[src/rtl/set_dispatcher.sv]
// Job queue and sequencer for the SET engine: buffers host jobs, issues one at a time and
// holds each result for the host. Define SET_TIMEOUT_EN to add the engine watchdog.
module set_dispatcher #(
  parameter int FIFO_DEPTH = 4,
  parameter int TIMEOUT    = 32
) (
  input  logic                        clk_i,
  input  logic                        rst_n_i,
  input  logic                        job_valid_i,
  output logic                        job_ready_o,
  input  logic [23:0]                 job_central_i,
  input  logic [11:0]                 job_radius_i,
  input  logic [1:0]                  job_mode_i,
  output logic [$clog2(FIFO_DEPTH):0] pending_o,
  output logic                        en_o,
  output logic [23:0]                 central_o,
  output logic [11:0]                 radius_o,
  output logic [1:0]                  mode_o,
  input  logic                        busy_i,
  input  logic                        valid_i,
  input  logic [7:0]                  candidate_i,
  output logic                        res_valid_o,
  input  logic                        res_ready_i,
  output logic [7:0]                  res_candidate_o,
  output logic                        res_timeout_o,
  output logic [2:0]                  state_o
);

  // Handshakes: a transfer occurs on a rising clk_i edge where valid and ready are both 1;
  // valid never waits on ready, and ready may rise or fall independently of valid.
  localparam int AW = $clog2(FIFO_DEPTH);
  localparam int CW = AW + 1;
  localparam int JW = 38;

  typedef enum logic [2:0] {
    IDLE      = 3'd0,
    ISSUE     = 3'd1,
    WAIT_BUSY = 3'd2,
    WAIT_DONE = 3'd3,
    RESULT    = 3'd4
  } state_t;

  state_t          state_q, state_d;
  logic [JW-1:0]   mem_q [FIFO_DEPTH];
  logic [AW-1:0]   wr_ptr_q, wr_ptr_d, rd_ptr_q, rd_ptr_d;
  logic [CW-1:0]   count_q, count_d;
  logic [JW-1:0]   job_q, job_d;
  logic            en_q, en_d;
  logic            res_valid_q, res_valid_d;
  logic [7:0]      res_cand_q, res_cand_d;
  logic            push, pop;

`ifdef SET_TIMEOUT_EN
  localparam logic [7:0] TIMEOUT_CNT = 8'(TIMEOUT);
  logic [7:0] cnt_q, cnt_d;
  logic       timeout_q, timeout_d;
`endif

  assign job_ready_o = (count_q < CW'(FIFO_DEPTH));

  always_comb begin
    push        = job_valid_i && job_ready_o;
    pop         = (state_q == IDLE) && (count_q != '0);
    wr_ptr_d    = push ? wr_ptr_q + 1'b1 : wr_ptr_q;
    rd_ptr_d    = pop ? rd_ptr_q + 1'b1 : rd_ptr_q;
    count_d     = count_q + CW'(push) - CW'(pop);
    state_d     = state_q;
    job_d       = job_q;
    en_d        = 1'b0;
    res_valid_d = res_valid_q;
    res_cand_d  = res_cand_q;

    case (state_q)
      IDLE: begin
        if (pop) begin
          job_d   = mem_q[rd_ptr_q];
          en_d    = 1'b1;
          state_d = ISSUE;
        end
      end
      ISSUE:     state_d = WAIT_BUSY;
      // Any valid_i here belongs to the previous job; only a busy_i rise moves us on.
      WAIT_BUSY: if (busy_i) state_d = WAIT_DONE;
      WAIT_DONE: begin
        if (!busy_i && valid_i) begin
          res_cand_d  = candidate_i;
          res_valid_d = 1'b1;
          state_d     = RESULT;
        end
      end
      RESULT: begin
        if (res_ready_i) begin
          res_valid_d = 1'b0;
          state_d     = IDLE;
        end
      end
      default: state_d = IDLE;
    endcase

`ifdef SET_TIMEOUT_EN
    cnt_d     = cnt_q;
    timeout_d = timeout_q;
    if (state_q == ISSUE) begin
      cnt_d = '0;
    end else if (state_q inside {WAIT_BUSY, WAIT_DONE}) begin
      cnt_d = cnt_q + 8'd1;
      if (state_d == RESULT) begin
        timeout_d = 1'b0;
      end else if (cnt_d == TIMEOUT_CNT) begin
        res_cand_d  = 8'hFF;
        res_valid_d = 1'b1;
        timeout_d   = 1'b1;
        state_d     = RESULT;
      end
    end
`endif
  end

  always_ff @(posedge clk_i or negedge rst_n_i) begin
    if (!rst_n_i) begin
      state_q     <= IDLE;
      wr_ptr_q    <= '0;
      rd_ptr_q    <= '0;
      count_q     <= '0;
      job_q       <= '0;
      en_q        <= 1'b0;
      res_valid_q <= 1'b0;
      res_cand_q  <= '0;
`ifdef SET_TIMEOUT_EN
      cnt_q       <= '0;
      timeout_q   <= 1'b0;
`endif
    end else begin
      state_q     <= state_d;
      wr_ptr_q    <= wr_ptr_d;
      rd_ptr_q    <= rd_ptr_d;
      count_q     <= count_d;
      job_q       <= job_d;
      en_q        <= en_d;
      res_valid_q <= res_valid_d;
      res_cand_q  <= res_cand_d;
`ifdef SET_TIMEOUT_EN
      cnt_q       <= cnt_d;
      timeout_q   <= timeout_d;
`endif
    end
  end

  // Queue storage carries no reset: only entries between the pointers are ever read.
  always_ff @(posedge clk_i) begin
    if (push) mem_q[wr_ptr_q] <= {job_central_i, job_radius_i, job_mode_i};
  end

  assign pending_o       = count_q;
  assign en_o            = en_q;
  assign central_o       = job_q[37:14];
  assign radius_o        = job_q[13:2];
  assign mode_o          = job_q[1:0];
  assign res_valid_o     = res_valid_q;
  assign res_candidate_o = res_cand_q;
  assign state_o         = state_q;
`ifdef SET_TIMEOUT_EN
  assign res_timeout_o   = timeout_q;
`else
  assign res_timeout_o   = 1'b0;
`endif

endmodule

[config.mk]
export PLATFORM = sky130hd
export DESIGN_NAME = set_dispatcher
export DESIGN_NICKNAME = d
export VERILOG_FILES = /design/src/rtl/set_dispatcher.sv
export SDC_FILE = /design/constraint.sdc
export NUM_CORES = 1
export LEC_CHECK = 0
export ABC_AREA = 0
export BUFFER_PORTS_ARGS = -buffer_cell sky130_fd_sc_hd__buf_2
export CAP_MARGIN = 20
export CORE_UTILIZATION = 57
export CTS_CLUSTER_DIAMETER = 150
export DETAILED_ROUTE_END_ITERATION = 7
export HOLD_SLACK_MARGIN = 0.05
export MAX_ROUTING_LAYER = met4
export PLACE_DENSITY_LB_ADDON = 0.05
export SLEW_MARGIN = 40
export SYNTH_ARGS = -nofsm -noshare
export SYNTH_HDL_FRONTEND = slang
export SYNTH_SLANG_ARGS = --single-unit
[constraint.sdc]
create_clock -name clk_i -period 2.7 [get_ports clk_i]
set_input_delay 0.54 -clock clk_i [delete_from_list [all_inputs] [get_ports clk_i]]
set_output_delay 0.54 -clock clk_i [all_outputs]
set_load 0.01 [all_outputs]
* After elaboration in Yosys (flattened, before gate mapping)
Memory sizes are Yosys's and may differ from the RTL's. A register that Yosys moved wholly into a read port is not among the register bits. Cells that the tools add are included.
Cells by class: equality and inequality tests 8, add/subtract/negate cells 4, mux-type cells 12, magnitude comparators 1, reduce and logical (&&, ||, !) cells 12
Operators by type and width (number):
- 3-bit case mux with 5 select lines | 1
- 3-bit 2-to-1 mux | 4
- 2-bit != test, second input constant | 4
- 3-bit by 2-bit == test with 1-bit output, second input constant | 2
- 1-bit 2-to-1 mux | 6
- 2-bit by 1-bit adder with 2-bit output, second input constant | 2
- 2-bit AND reduction | 2
- 4-bit AND reduction | 1
- 3-bit by 1-bit adder with 3-bit output | 1
- 3-bit by 1-bit == test with 1-bit output, second input constant | 1
- 3-bit == test, second input constant | 1
- 1-bit logical AND | 3
- 3-bit zero test | 1
- 3-bit less-than comparator, second input constant | 1
- 3-bit AND reduction | 1
- 3-bit nonzero test | 1
- 3-bit by 1-bit subtractor with 3-bit output | 1
- 1-bit zero test | 2
- 1-bit case mux with 2 select lines | 1
- 2-bit nonzero test | 1
Storage, ports and cells: output and inout port bits 56, bits of input ports 52, RAM bits 152, memories 1, register bits after elaboration 20
Memories:
- mem_q | depth 4, width 38, read ports 1, clocked after Yosys merged registers in 1, write ports 1, RTL line 44 | logic [JW-1:0] mem_q [FIFO_DEPTH];

* Depth between registers and ports, before layout
Gate-level depths: netlist of run 1.
depth after elaboration 4, depth in mapped cells 11

* Worst setup path after synthesis of run 1
Ideal clock, no wire load.
path type register -> register, from reg count_q[2], in the netlist pending_o[2], to reg count_q[2], in the netlist pending_o[2], path buffers 1, clock period less this slack 2437 ps, setup slack 263 ps, setup time 127 ps, arrival 2310 ps, stages on the path, launching flop included 12, path through dfrtp_1 or3_1 nand2_1 buf_4 inv_1 ha_1 inv_1 ha_1 inv_1 fa_1 xnor2_1 xnor2_1
On the way: cells in the longest elaborated chain, start to end 4, elaborated cells between the ends (all ways) 6
Ends and longest elaborated chain:
- start: declaration | RTL line 46 | logic [CW-1:0] count_q, count_d;
- start signal: assignment | RTL line 137 | count_q <= count_d;
- 3-bit less-than comparator | RTL line 59 | assign job_ready_o = (count_q < CW'(FIFO_DEPTH));
- 1-bit logical AND | RTL line 62 | push = job_valid_i && job_ready_o;
- 3-bit by 1-bit adder with 3-bit output | RTL line 66 | count_d = count_q + CW'(push) - CW'(pop);
- 3-bit by 1-bit subtractor with 3-bit output * | RTL line 66
- via count_d[2] | RTL line 46
Mark *: on every way through the listed nets, which the timed path passes. The rest lies on a longest branch. A chain may end at the register's enable or synchronous reset.

* Worst setup path after layout of run 1
Same ends and word-level chain as after synthesis.

==> impl_metrics.ini, run 1 <==
[run_status]
status = finished clean

[sta]
final-setup-viol-count = 0
hold_viol = 0
slew_viol_final = 0
clock_skew_ns = 0.0111
tightest_slew_ns = 0.672
slew_headroom_pct = 55.1
setup-tns-final_ns = 0
min_period_ns = 2.28
post-route-period-util_pct = 84.3
fmax_mhz = 439
holdWs_ns = 0.119
grt_setup_unrepaired = false

[route]
drt_iter0_markers = 203
routedWlPerCell_um = 19.3
first_pass_iters = 4
drt.antenna.violating_nets = 0
vias = 3684
vias_per_cell = 5.46
drc = 0
drt-total-wl_um = 13000

[clock_tree]
root_buffer = clkbuf_16
clk_pin_slew_ns = 0.06
hold_buffers = 0
clock_sinks = 210
cts_tree = built
cts_max_path_buffers = 3
cts_setup_buffers = 0
clk_latency_ns = 0.48
htreeDepth = 1
post_cts_resize_count = 0
cts_made_buffers = 21

[yosys]
avgSynthCellArea_sq_um = 21.9
synth-edff-count = 152
synth_flop_cell = edfxtp_1
synth_cell_types = 25
yosysSeqAreaShare_pct = 76.9
synthTopCellsByCount = edfxtp_1 (152), dfrtp_1 (58), mux2_2 (46)
synth-xor-area-share_pct = 0.559
synth_top_family_by_area = multiplexers
synth_seq_cells = 210
yosys.area_share.adder_pct = 1.21
synth_top_cell_by_area = edfxtp_1
synth_mux_area_share_pct = 17.6
synth_most_common_cell = edfxtp_1
ys_warn_count = 0
synthSimpleGateAreaFrac_pct = 1.37
async_reset_ff_share_pct = 27.6
synth_area_leaders = edfxtp_1 (58%), dfrtp_1 (19%), mux4_2 (11%)
synth_area_sq_mm = 0.00783
synth_cells = 357
synth_top_area_share_pct = 58.3
syn-num-nets = 416
synth_compound_area_share_pct = 0.432

[grt]
grt_pass1_wl_um = 21000
grt_max_degree = 40
grt_overflow = 0
grt_pass1_vias = 3910
grt_antenna_before_repair = 0
grt_usage_pct = 20.4

[cells_and_area]
diodes = 0
nets = 544
fillers = 842
areaGrowthSynthToFinish_pct = 19.5
final_layout_size_suffix_gt1_share_pct = 49.1
postLayoutCoreUtil_pct = 70.4

[critical_path]
crit_arrival_ns = 2.68
crit_chain = or3_1, nand2_2, inv_1, ha_1, inv_1, ha_1, inv_1, fa_1, xnor2_1, xnor2_1
crit_family = adder cells
slowest_stage = or3_1
crit_path_start_kind = register
r2r-start = pending_o[2]$_DFF_PN0_
worst_path_largest_cell_delay_ns = 0.44
critPathMostFrequentCell = inv_1
crit_path_end_kind = register
worstPathMaxFanout = 5
crit_buf_inv = 3
critPathRequiredTime_ns = 3.10
cp-startpoint = pending_o[2]$_DFF_PN0_
critical_path_class = register to register

[power_and_ir_drop]
p_total_mw = 10.5
peakVddDrop_v = 0.000725
powerDensity_mw_per_mm2 = 1120
p_leak_nw = 3.54

[floorplanning]
io_pins = 108
die-width_um = 119
start_util_pct = 58.9
die_area_sq_mm = 0.0142
die_h_um = 119
placementRows = 42
core_area_sq_mm = 0.0133

[placed_design]
dp_hpwl_um = 8010
io_buffers = 106
gp_congestion = 0.741

[run]
cap_violations = 0

[min_path]
hold_class = input pin to asynchronous set/reset pin
==> routing by layer <==
layer	vias to the layer above	GRT usage [%]	share of wire, %
met3	25	3.74	5.2
met2	111	32.4	48
met1	1884	27.3	44
met5	-	-	0
li1	1664	-	-
met4	0	6.33	2.0
==> metrics by stage <==
step / area (sq um) / instances / setup slack, ns
2_1_floorplan: 7830 / 357 / 0.263
3_3_place_gp: 8590 / 637 / 0.482
3_5_place_dp: 8610 / 638 / 0.426
4_1_cts: 9350 / 675 / 0.410
5_1_grt: 9350 / 675 / 0.226
6_report: 9350 / 675 / 0.423
==> cell type report <==
class / instances / area (sq um) / area share, %
Clock inverter: 9 / 174 / 1.86
Tap cell: 176 / 220 / 2.35
Multi-Input combinational cell: 122 / 1670 / 17.8
Clock buffer: 28 / 572 / 6.11
Sequential cell: 210 / 6020 / 64.4
Timing Repair Buffer: 121 / 668 / 7.14
Inverter: 9 / 33.8 / 0.361
==> cell usage in the layout, fill, tap and decap left out, types with 2 or more instances in the layout <==
| master | Yosys | final |
|---|---|---|
| clkbuf_1 | 3 | 5 |
| mux4_2 | 38 | 38 |
| nand2_1 | 5 | 4 |
| clkbuf_16 | 0 | 21 |
| ha_1 | 6 | 6 |
| dfrtp_1 | 58 | 56 |
| clkbuf_8 | 0 | 2 |
| clkinv_2 | 0 | 3 |
| inv_1 | 9 | 9 |
| nor2b_1 | 3 | 3 |
| buf_2 | 3 | 106 |
| xnor2_1 | 5 | 5 |
| mux2_2 | 46 | 46 |
| and2_2 | 0 | 4 |
| nor3_1 | 2 | 2 |
| buf_4 | 5 | 13 |
| bufinv_16 | 0 | 5 |
| o21ai_0 | 4 | 4 |
| buf_12 | 0 | 2 |
| edfxtp_1 | 152 | 152 |
==> cell families after synthesis <==
logic type                 after synthesis
and+or+nand+nor                         19
muxes                                   84
other                                    1
DFF                                    210
buffers and inverters                   25
AOI/OAI and AO/OA                        6
adders and majority gates                7
xor gates and xnor gates                 5
==> registers in the layout, summed over array words and instances (netlist names) <==
register         count
mem_q              152
res_valid_o          1
job_q               38
state_o              3
pending_o            3
res_candidate_o      8
rd_ptr_q             2
en_o                 1
wr_ptr_q             2
==> path summary, 6_finish.rpt <==
| path | to | slack (ns) | cells past startpoint |
|---|---|---|---|
| min | res_candidate_o[1]$_DFFE_PN0P_ | 0.12 | 2 |
| min in group clk_i | mem_q[2][16]$_DFFE_PP_ | 0.27 | 1 |
| max reg2reg | pending_o[2]$_DFF_PN0_ | 0.42 | 10 |
| min reg2reg | job_q[30]$_DFFE_PN0P_ | 0.50 | 1 |
| max in group asynchronous | rd_ptr_q[0]$_DFFE_PN0P_ | 2.03 | 3 |
| max | pending_o[2]$_DFF_PN0_ | 0.42 | 10 |
==> report_power, final <==
group | leakage (nW) | internal (mW) | switching [mW] | total (mW)
logic | 1.11 | 1.47 | 1.21 | 2.68
clock network | 0.366 | 1.97 | 1.14 | 3.11
registers | 2.07 | 4.26 | 0.466 | 4.73
No activity file was read; power rests on OpenSTA's default activity.
==> run 2, diff against run 1 <==
--- a/config.mk
+++ b/config.mk
@@ -8,7 +8,7 @@
 export ABC_AREA = 0
 export BUFFER_PORTS_ARGS = -buffer_cell sky130_fd_sc_hd__buf_2
 export CAP_MARGIN = 20
-export CORE_UTILIZATION = 57
+export CORE_UTILIZATION = 51
 export CTS_CLUSTER_DIAMETER = 150
 export DETAILED_ROUTE_END_ITERATION = 7
 export HOLD_SLACK_MARGIN = 0.05
==> constraint.sdc (replaced) <==
create_clock -name clk_i -period 1.8 [get_ports clk_i]
set_input_delay 0.36 -clock clk_i [delete_from_list [all_inputs] [get_ports clk_i]]
set_output_delay 0.36 -clock clk_i [all_outputs]
set_load 0.01 [all_outputs]
==> impl_metrics.ini, run 2 (synthesis gave the netlist of run 1 again) <==
[run_status]
status = complete, but fails checks
violations = setup timing

[power_and_ir_drop]
sw_frac_of_total_pct = 27.2
p_leak_nw = 3.64
p_int_mw = 11.6
power.switching_mw = 4.32
p_seq_share_pct = 43.2
peakVddDrop_v = 0.00121
p_total_mw = 15.9
powerDensity_mw_per_mm2 = 1650
clock_power_share_pct = 26.8
comb_power_share_pct = 30.0

[route]
routedWlPerCell_um = 19.1
drt_iter0_markers = 186
vias_per_cell = 5.33
vias = 3736
drc = 0
drt-total-wl_um = 13400
first_pass_iters = 4
drt.antenna.violating_nets = 0

[clock_tree]
htreeDepth = 1
cts_tree = built
cts_max_path_buffers = 3
clk_latency_ns = 0.49
cts_made_buffers = 22
root_buffer = clkbuf_16
clock_sinks = 210
clk_pin_slew_ns = 0.06

[critical_path]
crit_path_start_kind = register
worstPathMaxFanout = 2
r2r_end = pending_o[2]$_DFF_PN0_
crit_buf_inv = 3
crit_arrival_ns = 2.41
r2r-start = pending_o[1]$_DFF_PN0_
crit_family = adder cells
r2r_slack_ns = -0.24
slowest_stage = dfrtp_2
critical_path_class = register to register
crit_path_end_kind = register
worst_path_largest_cell_delay_ns = 0.40
crit_chain = or3_4, nand2_4, inv_4, ha_4, inv_2, ha_4, inv_2, fa_2, xnor2_2, xnor2_1
ff2ff_path_depth = 10
critPathRequiredTime_ns = 2.17

[floorplanning]
die-width_um = 126
start_util_pct = 53.1
placementRows = 44
io_pins = 108
die_h_um = 126
die_area_sq_mm = 0.0158
core_area_sq_mm = 0.0148

[sta]
slew_viol_final = 0
setup_ws_ns = -0.239
clock_skew_ns = 0.00797
slew_headroom_pct = 58.2
setup-tns-final_ns = -5.09
min_period_ns = 2.04
hold_viol = 0
final-setup-viol-count = 40
fmax_mhz = 490
tightest_slew_ns = 0.627
post-route-period-util_pct = 113
grt_setup_unrepaired = true

[min_path]
hp-start = job_central_i[20]
hold-path-endpoint = mem_q[0][34]$_DFFE_PP_
min_path_cells = 1
hold_class = input pin to register

[grt]
grt_pass1_vias = 4100
grt_pass1_wl_um = 21800
grt_overflow = 0
grt_max_degree = 40
grt_antenna_before_repair = 0
grt_usage_pct = 18.9

[cells_and_area]
finalNonFillerCells = 701
areaGrowthSynthToFinish_pct = 23.0
diodes = 0
multi_input_area_sq_mm = 0.00171
regArea_sq_mm = 0.00602
postLayoutCoreUtil_pct = 65.2
nets = 560
fillers = 996
regMostFlops = mem_q
final_cell_mix = edfxtp_1 (152), buf_2 (106), dfrtp_1 (54), mux2_2 (46), mux4_2 (38)
largest_reg_flops = 152
layout.cells.most_common = edfxtp_1
final_layout_size_suffix_gt1_share_pct = 52.2

[placed_design]
dp_hpwl_um = 8330
io_buffers = 106
dp.cells = 658
gp_congestion = 0.726

[run]
cap_violations = 0
[run 2: per-layer routing]
layer  wire length (um)  track usage, %
met4                233            4.75
met2               7040            32.0
met5                  0               -
met1               5570            23.7
met3                577            3.48
[run 2: worst max-delay path by stage]
stage	startpoint	to	depth (start not counted)
2_1_floorplan	pending_o[1]$_DFF_PN0_	pending_o[2]$_DFF_PN0_	11
3_3_place_gp	pending_o[1]$_DFF_PN0_	pending_o[2]$_DFF_PN0_	10
3_5_place_dp	pending_o[1]$_DFF_PN0_	pending_o[2]$_DFF_PN0_	10
4_1_cts	pending_o[1]$_DFF_PN0_	pending_o[2]$_DFF_PN0_	10
5_1_grt	pending_o[1]$_DFF_PN0_	pending_o[2]$_DFF_PN0_	10
6_report	pending_o[1]$_DFF_PN0_	pending_o[2]$_DFF_PN0_	10
[run 2: repair_timing]
item                                   4_1_cts  5_1_grt
endpoints found under the hold margin       58        0
hold buffers                                 1        0
resized for setup                            0        1
buffers inserted                             0        2
pin swaps                                    2        1
setup endpoints to repair                   40       40
[run 2: per-stage QoR]
stage	worst slack, ns	cell area, sq um	hold WS (ns)
6_report	-0.239	9620	0.0826
5_1_grt	-0.300	9620	0.0636
4_1_cts	-0.255	9610	0.0626
3_5_place_dp	-0.270	8900	0.360
3_3_place_gp	-0.232	8900	0.369
2_1_floorplan	-0.461	7890	0.0644
[run 2: layout make-up]
| type | count | share of cell area (%) |
|---|---|---|
| clock inverters | 6 | 0.273 |
| inverters | 9 | 0.377 |
| repair buffers | 136 | 9.57 |
| flip-flops and latches | 210 | 62.6 |
| well taps | 184 | 2.39 |
| multi-input cells | 122 | 17.8 |
| clock buffers | 34 | 7.03 |
[run 2: power groups by stage]
stage	Combinational (mW)	Sequential (mW)	Clock, mW
2_1_floorplan	2.85	7.18	0
3_3_place_gp	4.77	6.91	0
3_5_place_dp	4.84	6.97	0
4_1_cts	4.86	6.88	4.37
5_1_grt	5.23	6.99	4.56
6_report	4.77	6.86	4.25
==> run 3, diff against run 2 <==
--- a/config.mk
+++ b/config.mk
@@ -8,12 +8,13 @@
 export ABC_AREA = 0
 export BUFFER_PORTS_ARGS = -buffer_cell sky130_fd_sc_hd__buf_2
 export CAP_MARGIN = 20
+export CORE_ASPECT_RATIO = 1.1
 export CORE_UTILIZATION = 51
 export CTS_CLUSTER_DIAMETER = 150
 export DETAILED_ROUTE_END_ITERATION = 7
 export HOLD_SLACK_MARGIN = 0.05
 export MAX_ROUTING_LAYER = met4
-export PLACE_DENSITY_LB_ADDON = 0.05
+export PLACE_DENSITY = 0.75
 export SLEW_MARGIN = 40
 export SYNTH_ARGS = -nofsm -noshare
 export SYNTH_HDL_FRONTEND = slang
==> impl_metrics.ini, run 3 (synthesis gave the netlist of run 1 again) <==
[run_status]
status = complete, but fails checks
violations = setup timing

[cells_and_area]
largest_reg_flops = 152
finalNonFillerCells = 712
final_cell_mix = edfxtp_1 (152), buf_2 (106), dfrtp_1 (54), mux2_2 (46), mux4_2 (38)
layout.cells.most_common = edfxtp_1
regMostFlops = mem_q
areaGrowthSynthToFinish_pct = 23.0
final_layout_size_suffix_gt1_share_pct = 51.8
nets = 559

[sta]
setup_ws_ns = -0.251
slew_viol_final = 0
clock_skew_ns = 0.0206
fmax_mhz = 488
min_period_ns = 2.05
final-setup-viol-count = 2
post-route-period-util_pct = 114
hold_viol = 0
setup-tns-final_ns = -0.424
grt_setup_unrepaired = true

[clock_tree]
cts_made_buffers = 21
root_buffer = clkbuf_16
clock_sinks = 210
clk_latency_ns = 0.50
cts_max_path_buffers = 3
htreeDepth = 1
cts_tree = built
clk_pin_slew_ns = 0.06

[grt]
grt_max_degree = 59
grt_overflow = 0
grt_usage_pct = 19.3
grt_pass1_wl_um = 22400
grt_antenna_before_repair = 1
grt_pass1_vias = 4181

[run]
cap_violations = 0

[critical_path]
cp-startpoint = pending_o[1]$_DFF_PN0_
r2r-start = pending_o[1]$_DFF_PN0_
critPathRequiredTime_ns = 2.17
crit_arrival_ns = 2.42
crit_chain = or3_4, nand2_4, inv_4, ha_4, inv_4, ha_4, inv_2, fa_2, xnor2_2, xnor2_1
crit_path_end_kind = register
worstPathMaxFanout = 2
slowest_stage = dfrtp_2
worst_path_largest_cell_delay_ns = 0.40
critical_path_class = register to register
crit_path_start_kind = register

[route]
routedWlPerCell_um = 20.0
vias_per_cell = 5.32
vias = 3790
drt-total-wl_um = 14200
drc = 0
drt_iter0_markers = 272
drt.antenna.violating_nets = 0
first_pass_iters = 6

[placed_design]
dpl_worst_slack_ns = -0.291
io_buffers = 106
dp.cells = 668
dp_hpwl_um = 8530
gp_congestion = 0.778

[floorplanning]
io_pins = 108
core_area_sq_mm = 0.0150
placementRows = 47
die-width_um = 120
start_util_pct = 52.2
die_area_sq_mm = 0.0158
die_h_um = 132

[power_and_ir_drop]
p_total_mw = 16.0
peakVddDrop_v = 0.000839
p_leak_nw = 3.63
powerDensity_mw_per_mm2 = 1660

[min_path]
hp-start = job_radius_i[9]
hold_class = input pin to register
-- run 3: cell types whose count changed in the layout (fill, tap and decap cells not counted), sizes merged --
cell / before / now
buf: 135 / 134
bufinv: 0 / 2
clkbuf: 34 / 30
diode: 0 / 1
inv: 9 / 10
-- run 3: layout make-up --
class / count / area, sq um
sequential: 210 / 6020
fill: 1047 / 5370
multi-input combinational: 122 / 1710
timing repair buffer: 136 / 946
clock buffer: 29 / 566
tap: 196 / 245
clock inverter: 9 / 97.6
inverter: 9 / 38.8
antenna: 1 / 2.50
-- run 3: repair_timing --
action,CTS,global route
pin swaps,2,1
resized for setup,0,6
setup buffers,1,2
endpoints found under the setup margin,40,40
hold buffers,1,0
cloned,0,1
endpoints found under the hold margin,58,0
-- run 3: through the flow --
| step | area, sq um | hold WS [ns] | utilization (%) |
|---|---|---|---|
| after CTS | 9560 | 0.0591 | 63.8 |
| after floorplan | 7890 | 0.0644 | - |
| final | 9630 | 0.0753 | 64.2 |
| after global routing | 9630 | 0.0657 | 64.2 |
| after global placement | 8880 | 0.398 | 59.2 |
| after detailed placement | 8880 | 0.403 | 59.2 |
-- run 3: worst paths after layout --
| path | end | slack (ns) | depth (start not counted) |
|---|---|---|---|
| max in group asynchronous | pending_o[2]$_DFF_PN0_ | 1.07 | 3 |
| worst max-delay path | pending_o[2]$_DFF_PN0_ | -0.25 | 10 |
| worst max register to register | pending_o[2]$_DFF_PN0_ | -0.25 | 10 |
| worst min-delay path | mem_q[3][11]$_DFFE_PP_ | 0.08 | 1 |
| worst min register to register | res_candidate_o[1]$_DFFE_PN0P_ | 0.50 | 1 |
| min in group asynchronous | job_q[32]$_DFFE_PN0P_ | 0.38 | 3 |
-- run 3: power by group --
group	leakage [nW]	switching, mW	internal (mW)
registers	2.06	0.452	6.40
logic	1.24	2.27	2.67
clock network	0.328	1.71	2.49
total	3.63	4.43	11.6
-- run 3: critical path: cells and delay by family, from the launching register on --
family / cells / cell delay (ns)
adders and majority gates: 3 / 0.66
DFF: 1 / 0.40
xor gates and xnor gates: 2 / 0.27
and+or+nand+nor: 2 / 0.48
buffers and inverters: 3 / 0.12
-- run 3: routing by layer --
layer	share of wire [%]	up-vias	track usage, %	routed length (um)
met5	0	-	-	0
met4	2.8	0	6.94	393
met3	3.9	30	2.98	547
met2	55	98	34.4	7770
met1	39	1966	21.7	5490
li1	-	1696	-	-
